$ cat src/rtl/ppm_pkg.sv
// Shared definitions for the 4-PPM transmitter.
// Optional feature macro: PPM_GUARD_EN adds a fifth, always-low guard slot to
// every symbol (preamble symbols included).
package ppm_pkg;

  typedef enum logic [1:0] {
    IDLE     = 2'd0,
    PREAMBLE = 2'd1,
    DATA     = 2'd2
  } ppm_state_t;

  // Bits carried by one symbol and symbols needed for one byte.
  localparam int PPM_BITS      = 2;
  localparam int SYMS_PER_BYTE = 8 / PPM_BITS;

`ifdef PPM_GUARD_EN
  localparam int SLOTS_PER_SYM = 5;
`else
  localparam int SLOTS_PER_SYM = 4;
`endif

  localparam int SLOT_W = $clog2(SLOTS_PER_SYM);

  localparam int SLOT_CYCLES_DEFAULT   = 4;
  localparam int PREAMBLE_SYMS_DEFAULT = 4;

endpackage

$ cat src/rtl/ppm_symbol_timer.sv
// Slot/symbol timebase: counts cycles within a slot and slots within a
// symbol while run is high, and strobes symbol_end on the last cycle of a
// symbol. slot_next exposes the slot index of the following cycle so the
// parent can register its line output one cycle ahead.
// Optional feature macro: PPM_GUARD_EN (via ppm_pkg::SLOTS_PER_SYM).
module ppm_symbol_timer
  import ppm_pkg::*;
#(
  parameter int SLOT_CYCLES = SLOT_CYCLES_DEFAULT,
  localparam int CYC_W      = (SLOT_CYCLES > 1) ? $clog2(SLOT_CYCLES) : 1
) (
  input  logic              clk_high,
  input  logic              rst,
  input  logic              run,
  output logic [CYC_W-1:0]  cyc_in_slot,
  output logic [SLOT_W-1:0] slot_in_sym,
  output logic [SLOT_W-1:0] slot_next,
  output logic              symbol_end
);

  logic [CYC_W-1:0] cyc_next;
  logic             cyc_wrap;
  logic             slot_wrap;

  assign cyc_wrap   = (cyc_in_slot == CYC_W'(SLOT_CYCLES - 1));
  assign slot_wrap  = (slot_in_sym == SLOT_W'(SLOTS_PER_SYM - 1));
  assign symbol_end = run & cyc_wrap & slot_wrap;

  // Advance the counters while running; hold them at zero otherwise so the
  // first cycle of a burst always starts at slot 0, cycle 0.
  always_comb begin
    cyc_next  = '0;
    slot_next = '0;
    if (run) begin
      cyc_next  = cyc_wrap ? '0 : cyc_in_slot + 1'b1;
      slot_next = slot_in_sym;
      if (cyc_wrap) begin
        slot_next = slot_wrap ? '0 : slot_in_sym + 1'b1;
      end
    end
  end

  // Counter registers.
  always_ff @(posedge clk_high or negedge rst) begin
    if (!rst) begin
      cyc_in_slot <= '0;
      slot_in_sym <= '0;
    end else begin
      cyc_in_slot <= cyc_next;
      slot_in_sym <= slot_next;
    end
  end

endmodule

$ cat src/rtl/ppm_transmitter.sv
// 4-PPM byte transmitter: one-entry holding buffer, preamble/data FSM and a
// shift register feeding a registered line output. Bytes go out MSB pair
// first; back-to-back bytes follow without gap or repeated preamble.
// Optional feature macro: PPM_GUARD_EN (guard slot per symbol, see ppm_pkg).
module ppm_transmitter
  import ppm_pkg::*;
#(
  parameter int SLOT_CYCLES   = SLOT_CYCLES_DEFAULT,
  parameter int PREAMBLE_SYMS = PREAMBLE_SYMS_DEFAULT
) (
  input  logic       clk_high,
  input  logic       rst,
  input  logic [7:0] tx_data,
  input  logic       tx_valid,
  output logic       tx_ready,
  output logic       ppmdata,
  output logic       busy
);

  localparam int PSYM_W = (PREAMBLE_SYMS > 1) ? $clog2(PREAMBLE_SYMS) : 1;
  localparam int DSYM_W = $clog2(SYMS_PER_BYTE);
  localparam int CYC_W  = (SLOT_CYCLES > 1) ? $clog2(SLOT_CYCLES) : 1;

  ppm_state_t          state_reg, state_next;
  logic [7:0]          buf_reg, buf_next;
  logic                buf_full_reg, buf_full_next;
  logic [7:0]          shift_reg, shift_next;
  logic [PSYM_W-1:0]   psym_reg, psym_next;
  logic [DSYM_W-1:0]   dsym_reg, dsym_next;
  logic                ppm_reg, ppm_next;
  logic                ready_en_reg;

  logic                load;
  logic                handshake;
  logic [PPM_BITS-1:0] sym_val;
  logic [CYC_W-1:0]    cyc_in_slot;
  logic [SLOT_W-1:0]   slot_in_sym;
  logic [SLOT_W-1:0]   slot_next;
  logic                symbol_end;

  // ready_en_reg keeps tx_ready low until the first edge after reset release.
  assign tx_ready  = ready_en_reg & ~buf_full_reg;
  assign handshake = tx_valid & tx_ready;
  assign busy      = (state_reg != IDLE);
  assign ppmdata   = ppm_reg;

  ppm_symbol_timer #(
    .SLOT_CYCLES (SLOT_CYCLES)
  ) u_timer (
    .clk_high    (clk_high),
    .rst         (rst),
    .run         (busy),
    .cyc_in_slot (cyc_in_slot),
    .slot_in_sym (slot_in_sym),
    .slot_next   (slot_next),
    .symbol_end  (symbol_end)
  );

  // Next-state, buffer/shift bookkeeping and the look-ahead line value.
  always_comb begin
    state_next    = state_reg;
    buf_next      = buf_reg;
    buf_full_next = buf_full_reg;
    shift_next    = shift_reg;
    psym_next     = psym_reg;
    dsym_next     = dsym_reg;
    load          = 1'b0;
    ppm_next      = 1'b0;

    case (state_reg)
      IDLE: begin
        if (buf_full_reg) begin
          state_next = PREAMBLE;
        end
      end
      PREAMBLE: begin
        if (symbol_end) begin
          if (psym_reg == PSYM_W'(PREAMBLE_SYMS - 1)) begin
            psym_next  = '0;
            state_next = DATA;
            load       = 1'b1;
          end else begin
            psym_next = psym_reg + 1'b1;
          end
        end
      end
      DATA: begin
        if (symbol_end) begin
          if (dsym_reg == DSYM_W'(SYMS_PER_BYTE - 1)) begin
            dsym_next = '0;
            if (buf_full_reg) begin
              load = 1'b1;
            end else begin
              state_next = IDLE;
            end
          end else begin
            dsym_next  = dsym_reg + 1'b1;
            shift_next = shift_reg << PPM_BITS;
          end
        end
      end
      default: begin
        state_next = IDLE;
      end
    endcase

    // A load needs a full buffer and a handshake an empty one, so the two
    // never coincide; a byte offered while the buffer drains waits a cycle.
    if (load) begin
      shift_next    = buf_reg;
      buf_full_next = 1'b0;
    end
    if (handshake) begin
      buf_next      = tx_data;
      buf_full_next = 1'b1;
    end

    // The line is registered, so evaluate the pulse for the coming cycle.
    sym_val = shift_next[7 -: PPM_BITS];
    case (state_next)
      PREAMBLE: ppm_next = (slot_next == '0);
      DATA:     ppm_next = (slot_next == SLOT_W'(sym_val));
      default:  ppm_next = 1'b0;
    endcase
  end

  // State, datapath and line output registers.
  always_ff @(posedge clk_high or negedge rst) begin
    if (!rst) begin
      state_reg    <= IDLE;
      buf_reg      <= '0;
      buf_full_reg <= 1'b0;
      shift_reg    <= '0;
      psym_reg     <= '0;
      dsym_reg     <= '0;
      ppm_reg      <= 1'b0;
      ready_en_reg <= 1'b0;
    end else begin
      state_reg    <= state_next;
      buf_reg      <= buf_next;
      buf_full_reg <= buf_full_next;
      shift_reg    <= shift_next;
      psym_reg     <= psym_next;
      dsym_reg     <= dsym_next;
      ppm_reg      <= ppm_next;
      ready_en_reg <= 1'b1;
    end
  end

endmodule

$ cat config.mk
export PLATFORM = sky130hd
export DESIGN_NAME = ppm_transmitter
export DESIGN_NICKNAME = d
export VERILOG_FILES = /design/src/rtl/ppm_pkg.sv /design/src/rtl/ppm_symbol_timer.sv /design/src/rtl/ppm_transmitter.sv
export SDC_FILE = /design/constraint.sdc
export NUM_CORES = 1
export LEC_CHECK = 0
export CAP_MARGIN = 10
export CORE_MARGIN = 1.5
export CORE_UTILIZATION = 38
export DETAILED_ROUTE_END_ITERATION = 10
export GPL_TIMING_DRIVEN = 0
export HOLD_SLACK_MARGIN = 0.1
export MAX_ROUTING_LAYER = met4
export PLACE_DENSITY = 0.55
export SLEW_MARGIN = 20
export SYNTH_ARGS = -nofsm -noshare
export SYNTH_HDL_FRONTEND = slang
export SYNTH_SLANG_ARGS = --single-unit
$ cat constraint.sdc
create_clock -name clk_high -period 2.28 [get_ports clk_high]
set_clock_uncertainty 0.1 [all_clocks]
set_input_delay 0.456 -clock clk_high [delete_from_list [all_inputs] [get_ports clk_high]]
set_output_delay 0.456 -clock clk_high [all_outputs]
set_load 0.03 [all_outputs]
==> flow_summary.toml <==
[drt]
antenna_left = 0
vias = 1018
first_pass_iters = 4
dr.first_iter.drc_count = 31
wl_per_cell_um = 13.4
vias_per_cell = 5.12
drc = 0
drt_wl_total_um = 2670

[layout]
diodes = 0
seq_area_sq_um = 726
multi_input_area_sq_um = 788
layout_commonest_cell = "dfrtp_1"
instances_no_fill = 199
drive_above_1_share_pct = 29.8
nets = 172
final_cell_mix = "dfrtp_1 (29), clkdlybuf4s50_1 (12), nand2_1 (11)"
areaGrowthSynthToFinish_pct = 29.9
nFillCells = 336

[hold_path]
hp-class = "in -> async"

[worst_setup_path]
crit_path_end = "busy"
rr_endpoint = "ppmdata"
r2r_start = "state_reg[0]"
slowest_delay_ns = 0.65
crit_start = "state_reg[0]"
path_cells = "inv_2 > ha_4 > clkinvlp_4 > clkdlybuf4s50_1"
arrival_ns = 1.59
critPathMaxFanout = 2
cpMaxStageDelayCell = "clkdlybuf4s50_1"
crit_family = "buffers and inverters"
criticalPathCategory = "reg -> out"
r2r_slack_ns = 0.14
path_buf_inv = 3
path_depth = 4
end_kind = "output pin"
reg2regPathDepth = 12
required_ns = 1.72
cp-start-kind = "flip-flop"

[clocking]
clockBufferDepth = 2
clk_latency_ns = 0.28
tritoncts = "yes"
clkTransAtPathRegs_ns = 0.07
cts_buffers = 5
h-tree-depth = 2
hold_buffers = 0
cts_root_buf = "clkbuf_8"
cts_sinks = 29

[yosys]
synthCells = 126
syn_area_sq_um = 1460
synthAdderAreaFrac_pct = 9.46
ys_ff_latch = 29
synth_compound_area_share_pct = 14.6
synth_edf_count = 0
yosysSeqAreaShare_pct = 49.9
synth_cell_type_count = 34
syn_nets = 148
syn_avg_cell_area_sq_um = 11.5
synth_top_family_by_area = "compound AO/OA/AOI/OAI gates"
ys_async_sr_fraction_pct = 100
synthMuxAreaShare_pct = 9.80
synthSimpleGateAreaFrac_pct = 12.8
ys.flop_type = "dfrtp_1"
yosysWarnings = 0
synth_xor_area_share_pct = 0.602

[floorplanning]
core_area_sq_um = 3660
io_pins = 14
dieArea_sq_um = 4210
die-height_um = 64.9
die_w_um = 64.9
start_util_pct = 39.7
rows = 22

[timing]
setup_viol = 0
relSlewSlack_pct = 57.6
worst_pin_slew_ns = 0.636
hold-worst-slack_ns = 0.0941
hold_viol_final = 0
maxClockFrequency_ghz = 0.465
finalCritPeriodShare_pct = 94.3
setup_slack_ns = 0.129
rsz0062_at_grt = "no"
fin_crit_ns = 2.15
finalMaxSlewViolations = 0

[global_routing]
grt_pass1_wl_um = 4860
grt_max_degree = 30
first_global_vias = 1021
overflow = 0
track_usage_pct = 16.1
antenna_found_initial = 0

[placed_design]
port_buffers = 13
dp_hpwl_um = 1950
gp_congestion = 0.748
pre_cts_ws_ns = -0.309
dp.cells = 187

[power]
share_comb_of_total_power_pct = 2.3
power_leakage_uw = 0.000877
clock_power_share_pct = 50.5
power_density_nw_per_um2 = 579
power.internal_uw = 886
pwr-share-seq_pct = 47.1
switchingPower_uw = 208
ir_drop_mv = 0.320
swShare_pct = 19.1

[job]
maxCapViolCount = 0

[status]
status = "complete, no violations"
Yosys cell counts (3+ instances only):
cell,instances,area (sq um)
a21o_1,3,22.5
a21oi_1,3,15.0
a22oi_1,4,30.0
dfrtp_1,29,726
ha_1,11,138
inv_1,7,26.3
mux2_2,10,113
mux2i_1,3,30.0
nand2_1,12,45.0
nor2_1,3,11.3
nor3_1,4,20.0
o21ai_0,9,45.0
logic make-up after synthesis:
group           count (synthesis)
flops                          29
fa+ha+maj                      11
xor+xnor                        1
compound gates                 30
other cells                     1
mux                            13
simple gates                   32
buf+inv                         9
worst reg2reg max path: stages (launching register included):
cell        delay [ns]
dfrtp_1           0.40
inv_2             0.08
ha_4              0.14
clkinvlp_4        0.07
and3_4            0.17
nand3_2           0.08
nand2_2           0.07
a211oi_4          0.25
ha_2              0.25
nand3b_1          0.08
mux2i_1           0.13
o21ai_1           0.09
a21oi_1           0.15
final cells by class:
class	count	share of cell area (%)
repair buffers	19	9.00
clock inverters	1	1.59
clock buffers	7	4.57
flip-flops and latches	29	38.4
inverters	7	1.59
well taps	48	3.18
multi-input cells	88	41.7
worst min path at each step:
stage	endpoint	slack [ns]	cells after the start
2_1_floorplan	buf_full_reg	0.06	0
3_3_place_gp	u_timer.cyc_in_slot[0]	0.32	1
3_5_place_dp	u_timer.cyc_in_slot[0]	0.32	1
4_1_cts	buf_reg[1]	0.12	1
5_1_grt	shift_reg[1]	0.15	1
6_report	buf_reg[4]	0.09	1
power groups by stage:
stage	registers, uW	clock network (uW)	logic (uW)
after floorplan	525	0	0.543
after global placement	525	0	27.2
after detailed placement	525	0	27.0
after CTS	515	570	26.9
after global routing	515	597	29.6
final	516	553	25.5
per-layer routing:
metal / track usage [%] / vias to the layer above / share of wire (%)
li1: - / 498 / -
met1: 19.0 / 491 / 44
met2: 25.1 / 23 / 50
met3: 5.73 / 6 / 4.5
met4: 6.38 / 0 / 1.8
met5: - / - / 0
per-stage QoR:
stage | power (uW) | setup TNS (ns) | util, % | area (sq um)
floorplan | 526 | -0.132 | - | 1470
global placement | 552 | -0.224 | 45.3 | 1660
detailed placement | 552 | -0.309 | 45.1 | 1650
CTS | 1110 | 0 | 50.4 | 1840
global route | 1140 | 0 | 51.6 | 1890
finish | 1090 | 0 | 51.6 | 1890
timing repair:
item / in CTS / in global routing
endpoints found under the setup margin: 2 / 6
pin swaps: 4 / 6
buffers inserted: 5 / 1
gates resized for setup: 10 / 10
No activity file was read; power rests on OpenSTA's default activity.
